**src/rtl/dct_pkg.sv**
```systemverilog
// Shared definitions for the DCT output path: block geometry and the packed
// FIFO word that carries one coefficient pair plus its end-of-block marker.
package dct_pkg;

    localparam int RUNL_STAGE_WIDTH = 16;
    localparam int PAIRS_PER_BLOCK  = 32;
    localparam int COEFFS_PER_BLOCK = 2 * PAIRS_PER_BLOCK;

    typedef struct packed {
        logic                        last;
        logic [RUNL_STAGE_WIDTH-1:0] odd;
        logic [RUNL_STAGE_WIDTH-1:0] even;
    } dct_word_t;

endpackage

```
**src/rtl/dct_axis_fifo.sv**
```systemverilog
// Generic synchronous first-word-fall-through FIFO. The head word lives in an
// output register that reloads on the same edge as a pop, giving 1 word/cycle.
module dct_axis_fifo #(
    parameter int WIDTH = 33,
    parameter int DEPTH = 64
) (
    input  logic                     clk,
    input  logic                     rst_n,
    input  logic                     push,
    input  logic [WIDTH-1:0]         push_data,
    input  logic                     pop,
    output logic [WIDTH-1:0]         pop_data,
    output logic                     full,
    output logic                     empty,
    output logic [$clog2(DEPTH):0]   level
);

    localparam int AW = $clog2(DEPTH);

    logic [WIDTH-1:0] mem [DEPTH];
    logic [AW-1:0]    wr_ptr;
    logic [AW-1:0]    rd_ptr;
    logic [AW-1:0]    rd_ptr_nxt;
    logic [AW:0]      level_q;
    logic [AW:0]      held;
    logic [AW:0]      level_nxt;
    logic             push_ok;

    // NOTE: every signal gets a default at the top of always_comb so no path
    // leaves it unassigned, which would otherwise infer a latch.
    // NOTE: always_comb uses blocking '=' so later lines see earlier results;
    // clocked blocks use '<=' so all registers update together at the edge.
    always_comb begin
        push_ok    = push && (!full || pop);
        rd_ptr_nxt = rd_ptr + AW'(pop);
        held       = level_q - (AW+1)'(pop);
        level_nxt  = held + (AW+1)'(push_ok);
    end

    assign full  = (level_q == (AW+1)'(DEPTH));
    assign level = level_q;

    // NOTE: the storage array is deliberately left out of reset; stale words
    // are unreachable once pointers and level are cleared.
    always_ff @(posedge clk) begin
        if (push_ok) begin
            mem[wr_ptr] <= push_data;
        end
    end

    always_ff @(posedge clk or negedge rst_n) begin
        if (!rst_n) begin
            wr_ptr   <= '0;
            rd_ptr   <= '0;
            level_q  <= '0;
            empty    <= 1'b1;
            pop_data <= '0;
        end else begin
            if (push_ok) begin
                wr_ptr <= wr_ptr + AW'(1);
            end
            rd_ptr  <= rd_ptr_nxt;
            level_q <= level_nxt;
            empty   <= (level_nxt == '0);
            // Next head is already in memory, or is the word arriving now.
            if (held != '0) begin
                pop_data <= mem[rd_ptr_nxt];
            end else if (push_ok) begin
                pop_data <= push_data;
            end
        end
    end

endmodule

```
**src/rtl/dct_axis_packer.sv**
```systemverilog
// Packs dct_main run-length coefficient pairs into 32-bit AXI4-Stream words,
// marking each block's final word with tlast and flagging pairs lost to a stall.
module dct_axis_packer #(
    parameter int RUNL_STAGE_WIDTH = dct_pkg::RUNL_STAGE_WIDTH,
    parameter int FIFO_DEPTH       = 64,
    parameter int PAIRS_PER_BLOCK  = dct_pkg::PAIRS_PER_BLOCK
) (
    input  logic                          i_clk,
    input  logic                          i_resetn,
    input  logic [RUNL_STAGE_WIDTH-1:0]   rdata0,
    input  logic [RUNL_STAGE_WIDTH-1:0]   rdata1,
    input  logic                          rsync,
    output logic [2*RUNL_STAGE_WIDTH-1:0] m_axis_tdata,
    output logic                          m_axis_tvalid,
    input  logic                          m_axis_tready,
    output logic                          m_axis_tlast,
    output logic [$clog2(FIFO_DEPTH):0]   o_level,
    output logic                          o_overflow
);

    localparam int DW = 2 * RUNL_STAGE_WIDTH;
    localparam int CW = $clog2(PAIRS_PER_BLOCK);
    localparam logic [CW-1:0] LAST_PAIR = CW'(PAIRS_PER_BLOCK - 1);

    logic [CW-1:0] pair_cnt;
    logic [DW:0]   push_word;
    logic [DW:0]   head_word;
    logic          fifo_full;
    logic          fifo_empty;
    logic          pop;
    logic          drop;

    assign push_word = {pair_cnt == LAST_PAIR, rdata1, rdata0};
    assign pop       = m_axis_tvalid && m_axis_tready;
    assign drop      = rsync && fifo_full && !pop;

    dct_axis_fifo #(
        .WIDTH (DW + 1),
        .DEPTH (FIFO_DEPTH)
    ) u_fifo (
        .clk       (i_clk),
        .rst_n     (i_resetn),
        .push      (rsync),
        .push_data (push_word),
        .pop       (pop),
        .pop_data  (head_word),
        .full      (fifo_full),
        .empty     (fifo_empty),
        .level     (o_level)
    );

    assign m_axis_tvalid = !fifo_empty;
    assign m_axis_tlast  = head_word[DW];
    assign m_axis_tdata  = head_word[DW-1:0];

    // The counter advances even on a dropped pair so tlast stays block-aligned.
    always_ff @(posedge i_clk or negedge i_resetn) begin
        if (!i_resetn) begin
            pair_cnt   <= '0;
            o_overflow <= 1'b0;
        end else begin
            if (rsync) begin
                pair_cnt <= (pair_cnt == LAST_PAIR) ? '0 : pair_cnt + CW'(1);
            end
            if (drop) begin
                o_overflow <= 1'b1;
            end
        end
    end

endmodule

```
**config.mk**
```make
export PLATFORM = sky130hd
export DESIGN_NAME = dct_axis_packer
export DESIGN_NICKNAME = d
export VERILOG_FILES = /design/src/rtl/dct_pkg.sv /design/src/rtl/dct_axis_fifo.sv /design/src/rtl/dct_axis_packer.sv
export SDC_FILE = /design/constraint.sdc
export NUM_CORES = 2
export LEC_CHECK = 0
export CORE_ASPECT_RATIO = 1.25
export CORE_MARGIN = 2
export CORE_UTILIZATION = 56
export CTS_CLUSTER_SIZE = 24
export DETAILED_ROUTE_END_ITERATION = 10
export GPL_ROUTABILITY_DRIVEN = 0
export PLACE_DENSITY = 0.75
export RECOVER_POWER = 50
export SLEW_MARGIN = 20
export SYNTH_ARGS = -nofsm -noshare
export SYNTH_HDL_FRONTEND = slang
export SYNTH_SLANG_ARGS = --single-unit
```
**constraint.sdc**
```tcl
create_clock -name i_clk -period 3.2 [get_ports i_clk]
set_clock_uncertainty 0.1 [all_clocks]
set_input_delay 0.48 -clock i_clk [delete_from_list [all_inputs] [get_ports i_clk]]
set_output_delay 0.48 -clock i_clk [all_outputs]
set_load 0.01 [all_outputs]
```
Word-level counts from Yosys, hierarchy flattened

Memory sizes are Yosys's and may differ from the RTL's.
Index checks and enable logic that the tools add are counted.

Bits in registers: 59
Bits in writable memories: 2112
Input port bits: 36
Logic and storage cells: 31
Memories kept: 1

Memory list:

| name       | depth | width | read ports | clocked after memory_dff | write ports | RTL line            | text |
|---|---|---|---|---|---|---|---|
| u_fifo.mem | 64    | 33    | 1          | 0                        | 1           | dct_axis_fifo.sv:20 | `logic [WIDTH-1:0] mem [DEPTH];` |

Add/sub/neg operators: 5
Equality and inequality tests: 2
Multiplexer cells: 5
Reductions and logical operators: 11

Operators with widths:

| operator                                                      | count |
|---|---|
| 33-bit 2-to-1 mux                                             | 2 |
| 7-bit by 1-bit adder with 7-bit output                        | 1 |
| 7-bit == test, second input constant                          | 1 |
| 7-bit zero test                                               | 1 |
| 7-bit nonzero test                                            | 1 |
| 7-bit by 1-bit subtractor with 7-bit output                   | 1 |
| 6-bit by 1-bit adder with 6-bit output                        | 1 |
| 6-bit by 1-bit adder with 6-bit output, second input constant | 1 |
| 5-bit by 1-bit adder with 5-bit output, second input constant | 1 |
| 5-bit == test, second input constant                          | 1 |
| 5-bit 2-to-1 mux                                              | 1 |
| 1-bit logical AND                                             | 4 |
| 1-bit zero test                                               | 3 |
| 1-bit 2-to-1 mux                                              | 2 |
| 2-bit nonzero test                                            | 1 |
| 1-bit logical OR                                              | 1 |

Longest topological paths before layout

Depth in word-level cells: 6
Gate-level depth with buffers: 14

By module

From an unflattened synthesis, not the netlist that was laid out.

Cell total of the unflattened synthesis: 3729
Area total of the unflattened synthesis: 83040.9 µm²

By module, submodules not included:

| module          | instances | cells an instance | area an instance (µm²) |
|---|---|---|---|
| dct_axis_fifo   | 1         | 3704              | 82750.6 |
| dct_axis_packer | 1         | 25                | 290.3 |

Worst setup path before layout

No wires, ideal clock.

Path kind: register to register
From: register u_fifo.level_q[6], in the netlist u_fifo.level[6]
To: memory u_fifo.mem[63][0], enable pin
Library setup time: 423 ps
Arrival time: 2825 ps
Slack: -148 ps
Cell stages (with the launch flop): 9
Path buffers: 1
Clock period less this slack: 3348 ps
Cells stage by stage: dfrtp_1 -> nor4b_1 -> nand4_1 -> nand2_1 -> inv_1 -> and2_1 -> clkbuf_1 -> nand3_1 -> nor2_1

Cells in the longest elaborated chain, start to end: 6

RTL lines:

| element                                | RTL line            | text |
|---|---|---|
| from (decl)                            | dct_axis_fifo.sv:24 | `logic [AW:0] level_q;` |
| from (signal assigned)                 | dct_axis_fifo.sv:63 | `level_q <= level_nxt;` |
| 7-bit == test                          | dct_axis_fifo.sv:40 | `assign full = (level_q == (AW+1)'(DEPTH));` |
| 1-bit zero test                        | dct_axis_fifo.sv:34 | `push_ok = push && (!full \|\| pop);` |
| 1-bit logical OR                       | dct_axis_fifo.sv:34 |  |
| 1-bit logical AND                      | dct_axis_fifo.sv:34 |  |
| 1-bit 2-to-1 mux                       | dct_axis_fifo.sv:46 | `if (push_ok) begin` |
| 1-bit 2-to-1 mux (not written as such) | dct_axis_fifo.sv:47 | `mem[wr_ptr] <= push_data;` |
| to (decl)                              | dct_axis_fifo.sv:20 |  |

Every way passes these cells.

Worst setup path in the final report

From: register u_fifo.empty
To: register u_fifo.pop_data[7]

Cells in the longest elaborated chain, start to end: 5

RTL lines:

| element                                | RTL line              | text |
|---|---|---|
| from (decl)                            | dct_axis_fifo.sv:14   | `output logic empty,` |
| from (signal assigned)                 | dct_axis_fifo.sv:64   | `empty <= (level_nxt == '0);` |
| 1-bit zero test                        | dct_axis_packer.sv:52 | `assign m_axis_tvalid = !fifo_empty;` |
| 1-bit logical AND                      | dct_axis_packer.sv:34 | `assign pop = m_axis_tvalid && m_axis_tready;` |
| 6-bit by 1-bit adder with 6-bit output | dct_axis_fifo.sv:35   | `rd_ptr_nxt = rd_ptr + AW'(pop);` |
| named net u_fifo.rd_ptr_nxt[0]         | dct_axis_fifo.sv:23   | `logic [AW-1:0] rd_ptr_nxt;` |
| memory read 64 x 33 bit                | -                     |  |
| 33-bit 2-to-1 mux                      | dct_axis_fifo.sv:66   | `if (held != '0) begin` |
| to (signal assigned)                   | dct_axis_fifo.sv:67   | `pop_data <= mem[rd_ptr_nxt];` |
| to (signal assigned)                   | dct_axis_fifo.sv:69   | `pop_data <= push_data;` |
| to (decl)                              | dct_axis_fifo.sv:12   | `output logic [WIDTH-1:0] pop_data,` |

The timed path passes the listed nets, and every way through them passes these cells.
A chain may end at the register's enable or synchronous reset.

==> metrics.txt <==
# setup viols final 7; DRC 0; Worst Path Max Fanout 8; status finished, violations left; placed cell area 92600 um2; post-synth top area cell edfxtp_1; Post-Syn Area 83700 um2; CTS tree done; # nets final 4842; Period Utilization, post-route 103%; Buffers & Inverters on Critical Path 6; Top FF cell, synth edfxtp_1; final hold vios 0; violated checks max-capacitance violations, max-slew violations, negative setup slack; initial antenna violation count 10; Max Clk Rate 304 MHz; worst-margin pin slew 2.35 ns; Crit Path Category reg2reg; Post-Syn Instances 4198; Clock Sink Count 2171; CP startpoint kind flop; leakage power 32.4 nW; Max-Cap Viols 33; Longest Clk Path Bufs 3; fin worst setup slack -0.0865 ns; Num CTS Buffers 198; yosys warns 0; Root Driver clkbuf_16; first-pass GRT wire length 317000 um; pre-CTS setup slack -0.750 ns; commonest non-fill, non-tap cell in the layout edfxtp_1; final WL 221000 um; CP peak stage delay 0.53 ns; slew margin rel. -56.4%; Mean Syn Cell Area 19.9 um2; P&R area growth vs syn 19.4%; Final Util 67.4%; fin area 100000 um2; Mapped Nets 4243; largest net degree at the start of global routing 60; Port-buffer cells 77; DRT iter0 DRCs 5780; Post-synth EDFFs 2112; post-DR wirelength/cell 31.8 um; Final Critical Period 3.29 ns; Max VDD drop 0.000785 V; total number of vias 45.5k; die area 153000 um2; CP Capture Type flop; Synth async-reset ratio 2.72%; first-pass iteration count of the detailed router 8; slowest CP cell dfstp_2; post-synth top area share 75.7%; ANT nets after route 0; largest cells by area after synthesis edfxtp_1, mux4_2, nand2_1; Min-Delay Path Class in2reg; total grt overflow 0; H-tree depth 4; Yosys cell types 57; CP most frequent cell buf_12; Core Area 148000 um2; Detailed Place HPWL 132000 um; RSZ-0062 raised after global routing true; gr usage total 29.1%; Initial Utilization 56.4%; detail-routed via count per cell 6.54; Ports 78; die width 350 um; Reg clk slew, reported paths 0.06 ns; arrival time at the worst endpoint 3.88 ns; site row count 158; fillers 8932; Die H 436 um; CP top delay family buffers and inverters; CP Cell Sequence nand2b_4 > inv_4 > buf_6 > ha_4 > buf_12 > buf_12 > buf_12 > mux4_2 > and2_4 > a211oi_2 > buf_4 > nor3_2 > o211ai_1 > nand3_1; Clk Latency, worst-skew pair 0.84 ns; final hold slack 0.326 ns; PD cells 984 nW/um2; Required @ worst endpoint 3.80 ns; share of layout cells above drive strength 1 29.5%; Slew Viols, Final 1276; number of global-route vias before repair 45.9k; Seq/Total Area, Yosys 77.5%; synthesis-stage register bit count 2171; commonest non-fill, non-tap cells in the layout edfxtp_1, nand2_1, mux4_2; Total Power 98.4 mW
==> metal layers <==
metal | share of wire, % | wire (um) | track usage (%) | up-vias
li1 | - | - | - | 18300
met1 | 35 | 76900 | 37.6 | 23700
met2 | 50 | 111000 | 47.9 | 2931
met3 | 9.2 | 20400 | 4.96 | 597
met4 | 5.8 | 12900 | 15.0 | 6
met5 | 0.018 | 39 | 0 | -
==> worst paths after layout <==
path,startpoint,to,slack (ns),cells after the start
min in group asynchronous,i_resetn,pair_cnt[4],0.64,2
max reg2reg,u_fifo.empty,u_fifo.pop_data[7],-0.09,14
min reg2reg,o_overflow,o_overflow,0.38,1
min,rsync,o_overflow,0.33,4
max in group asynchronous,i_resetn,u_fifo.pop_data[9],1.06,2
max,u_fifo.empty,u_fifo.pop_data[7],-0.09,14
==> cell families (layout without fill, tap and decap cells) <==
logic type                 after synthesis  count (layout)  synth area share (%)
muxes                                  585             585                  14.0
DFF                                   2171            2171                  77.5
AOI/OAI and AO/OA                      242             242                  2.16
buffers and inverters                  259            1029                  1.28
adders and majority gates                9               9                 0.134
other                                    0               1                     0
xor gates and xnor gates                20              20                 0.209
and+or+nand+nor                        912             912                  4.76
==> flip-flops by register name, indices dropped and copies added (netlist names) <==
register         count
u_fifo.pop_data     33
pair_cnt             5
u_fifo.wr_ptr        6
o_overflow           1
u_fifo.level         7
u_fifo.rd_ptr        6
u_fifo.empty         1
u_fifo.mem        2112
==> per-stage QoR <==
step	cells	setup TNS [ns]
after floorplan	4198	-58.88
after global placement	6538	-15.31
after detailed placement	6538	-15.77
after CTS	6934	-0.132
after global routing	6968	-1.98
final	6969	-0.278
==> worst register-to-register path: stages (launching register included) <==
cell and delay (ns):
dfstp_2 0.53, nand2b_4 0.13, inv_4 0.04, buf_6 0.11, ha_4 0.29, buf_12 0.13, buf_12 0.17, buf_12 0.15
mux4_2 0.50, and2_4 0.17, a211oi_2 0.17, buf_4 0.19, nor3_2 0.05, o211ai_1 0.26, nand3_1 0.15
==> area by class of cell <==
class | instances | area [um2] | share of cell area, %
diodes | 1 | 2.50 | 0.00250
inverters | 13 | 66.3 | 0.0663
multi-input cells | 1768 | 18800 | 18.8
well taps | 2000 | 2500 | 2.50
flip-flops and latches | 2171 | 64900 | 64.9
clock inverters | 111 | 1120 | 1.12
clock buffers | 260 | 5340 | 5.34
repair buffers | 645 | 7310 | 7.31
==> report_power, final <==
group	switching [mW]	internal, mW
logic	22.2	19.2
clock network	10.2	13.4
registers	0.893	32.6
==> timing repair <==
| item | in CTS | in global routing |
|---|---|---|
| resized for setup | 86 | 72 |
| hold buffers | 1 | 0 |
| buffers inserted | 24 | 35 |
| endpoints found under the hold margin | 58 | 0 |
| pin swaps | 26 | 47 |
| setup endpoints to repair | 33 | 34 |
| cloned | 5 | 7 |
==> synth_stat cells (36+ instances only) <==
cell type / count
nand3_1: 211
edfxtp_1: 2112
o21ai_0: 36
dfrtp_1: 58
clkbuf_1: 138
mux2_2: 36
nor2_1: 77
nand2_1: 510
mux4_2: 463
o211ai_1: 45
buf_2: 71
mux2i_1: 86
(Power assumes the default switching activity.)
